### src/rtl/phy_rx_s2p.sv
// Serial-to-parallel receive stage: hunts for COM, locks after LOCK_COUNT
// aligned COMs, then emits non-IDLE/non-COM bytes with a slot-wide valid flag.
module phy_rx_s2p #(
  parameter logic [7:0]  COM        = 8'hBC,
  parameter logic [7:0]  IDLE       = 8'h7C,
  parameter int unsigned LOCK_COUNT = 4
) (
  input  logic       clk_32f,
  input  logic       reset_L,
  input  logic       data_in,
  output logic [7:0] data_out,
  output logic       valid_out,
  output logic       byte_strobe,
  output logic       active
);

  typedef enum logic [1:0] {
    SEARCH,
    LOCKING,
    ACTIVE
  } state_t;

  localparam logic [3:0] LOCK_CNT4 = 4'(LOCK_COUNT);

  state_t     state, state_nx;
  logic [7:0] sr, sr_nx;
  logic [2:0] bit_cnt, bit_cnt_nx;
  logic [3:0] com_cnt, com_cnt_nx;
  logic [7:0] data_nx;
  logic       valid_nx;
  logic       strobe_nx;
  logic       active_nx;
  logic       boundary;

  always_ff @(posedge clk_32f) begin
    if (!reset_L) begin
      state       <= SEARCH;
      sr          <= '0;
      bit_cnt     <= '0;
      com_cnt     <= '0;
      data_out    <= '0;
      valid_out   <= 1'b0;
      byte_strobe <= 1'b0;
      active      <= 1'b0;
    end else begin
      state       <= state_nx;
      sr          <= sr_nx;
      bit_cnt     <= bit_cnt_nx;
      com_cnt     <= com_cnt_nx;
      data_out    <= data_nx;
      valid_out   <= valid_nx;
      byte_strobe <= strobe_nx;
      active      <= active_nx;
    end
  end

  always_comb begin
    state_nx   = state;
    sr_nx      = {sr[6:0], data_in};
    bit_cnt_nx = bit_cnt;
    com_cnt_nx = com_cnt;
    data_nx    = data_out;
    valid_nx   = valid_out;
    strobe_nx  = 1'b0;
    active_nx  = active;
    boundary   = (bit_cnt == 3'd7);

    case (state)
      SEARCH: begin
        // Bit-wise hunt: a match here defines the byte alignment from now on.
        if (sr_nx == COM) begin
          com_cnt_nx = 4'd1;
          bit_cnt_nx = '0;
          if (LOCK_COUNT == 1) begin
            state_nx  = ACTIVE;
            active_nx = 1'b1;
          end else begin
            state_nx = LOCKING;
          end
        end
      end

      LOCKING: begin
        bit_cnt_nx = bit_cnt + 3'd1;
        if (boundary) begin
          if (sr_nx == COM) begin
            if (com_cnt + 4'd1 == LOCK_CNT4) begin
              state_nx  = ACTIVE;
              active_nx = 1'b1;
            end else begin
              com_cnt_nx = com_cnt + 4'd1;
            end
          end else begin
            state_nx   = SEARCH;
            com_cnt_nx = '0;
          end
        end
      end

      ACTIVE: begin
        bit_cnt_nx = bit_cnt + 3'd1;
        if (boundary) begin
          strobe_nx = 1'b1;
          if (sr_nx == IDLE || sr_nx == COM) begin
            valid_nx = 1'b0;
          end else begin
            data_nx  = sr_nx;
            valid_nx = 1'b1;
          end
        end
      end

      default: begin
        state_nx = SEARCH;
      end
    endcase
  end

endmodule

### config.mk
export PLATFORM = sky130hd
export DESIGN_NAME = phy_rx_s2p
export DESIGN_NICKNAME = d
export VERILOG_FILES = /design/src/rtl/phy_rx_s2p.sv
export SDC_FILE = /design/constraint.sdc
export NUM_CORES = 1
export LEC_CHECK = 0
export ABC_AREA = 1
export BUFFER_PORTS_ARGS = -buffer_cell sky130_fd_sc_hd__buf_4
export CORE_MARGIN = 2
export CORE_UTILIZATION = 52
export DETAILED_ROUTE_END_ITERATION = 8
export HOLD_SLACK_MARGIN = 0.1
export PLACE_DENSITY = 0.8
export SLEW_MARGIN = 20
export SYNTH_ARGS = -nofsm -noshare
export SYNTH_HDL_FRONTEND = slang
export SYNTH_SLANG_ARGS = --single-unit
### constraint.sdc
create_clock -name clk_32f -period 2.45 [get_ports clk_32f]
set_input_delay 0.49 -clock clk_32f [delete_from_list [all_inputs] [get_ports clk_32f]]
set_output_delay 0.49 -clock clk_32f [all_outputs]
set_load 0.1 [all_outputs]
==> impl_results.md <==
* CP bufs+invs at 1
* Via count at between 1k and 1.5k
* Post-synth top cells: nand2_1, dfxtp_1, inv_1
* Final Critical Period at around 1500 ps
* Design Area, Final at approximately 0.0015 mm2
* Worst-margin pin slew at a little under 500 ps
* Final nets at between 150 and 200
* Initial DRC Count at 35
* Synthesis Warnings at 0
* Layout area overhead at 12.3%
* Status: finished clean
* Synth Instances at about 160
* Die W at between 50 and 60 um
* First-pass GRT wire length at 4.03 mm
* Crit Path Class: flop to output port
* Placer Congestion at about 0.80
* Global route total overflow at 0
* Vias per std cell at 5.02
* CP Launch Type: flop
* Io pins at 14
* Critical hold path startpoint: data_in
* Multi-input logic area at between 600 and 700 um2
* Die footprint at slightly below 0.003 mm2
* Postcts setup bufs at 0
* Max Slew Vio Count at 0
* Worst Hold Class: input pin to flop
* RSZ-0062 raised after global routing: false
* Worst-path clk slew at roughly 160 ps
* Critical path required time at 1960 ps
* Tot GR Track Use at 19.5%
* Antenna diodes at 0
* Buffers added on ports at 13
* Syn avg cell area at 7.99 um2
* DR WL/cell at ~12 um
* Final hold violation count at 0
* Num rows at 18
* CTS tree: built
* FF+latch area at about 540 um2
* Endpoints failing setup at 0
* Router iterations before antenna repair at 4
* CP Max Fanout at 2
* Clock tree buffer depth at 2
* Post-route ant nets at 0
* Maxcap violations at 0
* CP startpoint: valid_out
* Antenna violations before repair at 0
* Pwr Density at just over 500 mW/mm2
* Drt drc at 0
* Critical path's slowest cell: dfxtp_1
* Synth Flop Type: dfxtp_1
* Slew Limit Headroom at between 60% and 70%
* Tcrit/Tclk final at roughly three fifths
* Max IR drop VDD at between 0.4 and 0.5 mV
* Area of the core at approximately 0.0024 mm2
* Static Leak at 0.645 nW
* Seq/Total Area, Yosys at between 40% and 50%
* TritonCTS Buffers at 3
* FF-to-FF Start: state[1]
* Count leader, synth: nand2_1
* Yosys cell types at 22
* WL final at between 2 and 2.5 mm
* Filler cells at ~220
* Area contributors post-synth: dfxtp_1, nand2_1, inv_1
* Post-Place Cell Area at 0.00142 mm2
* Post-detail-place hpwl at 1.89 mm
* Share of layout cells above drive strength 1 at 18.6%
* Vias in the first global route at 975
* Post-synth EDFFs at 0
* Initial Util at 53.7%
* Fraction of registers with async set or reset after synthesis at 0%
* Post-synth top area cell: dfxtp_1
* Yosys top cell area share at between 40% and 50%
* Crit. End Element: output port
* Setup TNS at 0 ps
* Seq cells post-synth at 27
* Worst path top cell family by delay: flip-flops
* Cts hold-fix bufs at 0
* CP arrival at around 1000 ps
* Cell Area, Synth at approximately 0.0013 mm2
* Post-Syn Nets at approximately 170
* Sink Count at 27
* Largest net degree at the start of global routing at 18
* Die H at between 50 and 60 um
* Root Buffer: clkbuf_4
* Post-CTS sizing at 0
* Total power at 0.744 mW
* Crit path cell chain: buf_4
* CP peak stage delay at roughly 380 ps
* Worst-Skew Late Latency at between 300 and 400 ps
* H-tree levels at 1
* Worst clock skew at around 16 ps
* Fmax at 665 MHz
cell families (layout without fill, tap and decap cells):
group	count (synthesis)	count (layout)	share of synthesized area, %
compound gates	22	22	9.95
xor+xnor	2	2	1.35
fa+ha+maj	7	7	6.76
buf+inv	30	45	8.89
flops	27	27	41.7
simple gates	74	74	31.3
per-layer routing:
| layer | global-route usage [%] | routed length [um] | vias to the layer above |
|---|---|---|---|
| li1 | - | - | 537 |
| met1 | 22.5 | 1030 | 483 |
| met2 | 35.2 | 1240 | 14 |
| met3 | 3.33 | 75 | 5 |
| met4 | 7.69 | 44 | 0 |
| met5 | 0 | 0 | - |
cells in the final DEF, fill, tap and decap left out:
cell,instances
clkbuf_4,3
ha_1,7
dfxtp_1,27
nor3_1,2
o21ai_0,2
clkinv_1,1
xor2_1,2
nand2_4,3
a21oi_4,1
nand4_1,1
nand2_1,30
nand3_4,2
nand3_1,13
o21bai_1,3
nor2_4,4
inv_4,1
nor2_2,1
nand2_2,3
a21oi_1,16
buf_4,13
inv_6,1
inv_1,26
nor2_8,1
nor2_1,14
flip-flops by register name (all words and copies together), names as in the netlist:
register     cells
data_out         8
state            2
active           1
sr               7
com_cnt          4
valid_out        1
byte_strobe      1
bit_cnt          3
cell type report:
cell class / count / share of cell area, %
clock buffers: 3 / 1.55
clock inverters: 1 / 0.602
inverters: 28 / 7.40
multi-input cells: 105 / 44.0
flip-flops and latches: 27 / 37.2
well taps: 30 / 2.58
repair buffers: 13 / 6.71
per-stage QoR:
stage | hold WS (ps) | setup WS (ps) | std cells | utilization [%]
global route | 365 | 807 | 207 | 60.3
detailed placement | 444 | 830 | 203 | 59.0
global placement | 428 | 896 | 203 | 59.0
finish | 345 | 946 | 207 | 60.3
CTS | 344 | 929 | 207 | 60.3
floorplan | 421 | 1040 | 162 | -
worst min-delay path, cell delays in order:
cell and delay [ps]:
buf_4 90, nand2_1 40, inv_1 50
path summary, 6_finish.rpt:
kind,endpoint,slack [ps],depth (start not counted)
worst max-delay path,valid_out,950,1
worst max register to register,state[0],950,10
worst min register to register,sr[6],460,2
worst min-delay path,sr[0],350,3
power by group:
part	switching [mW]	internal, mW	total (mW)	leakage, nW
clock	0.143	0.0668	0.210	0.0183
sequential	0.00935	0.449	0.459	0.218
combinational	0.0489	0.0260	0.0749	0.408
Note: power is estimated with default switching activity, not from simulation.
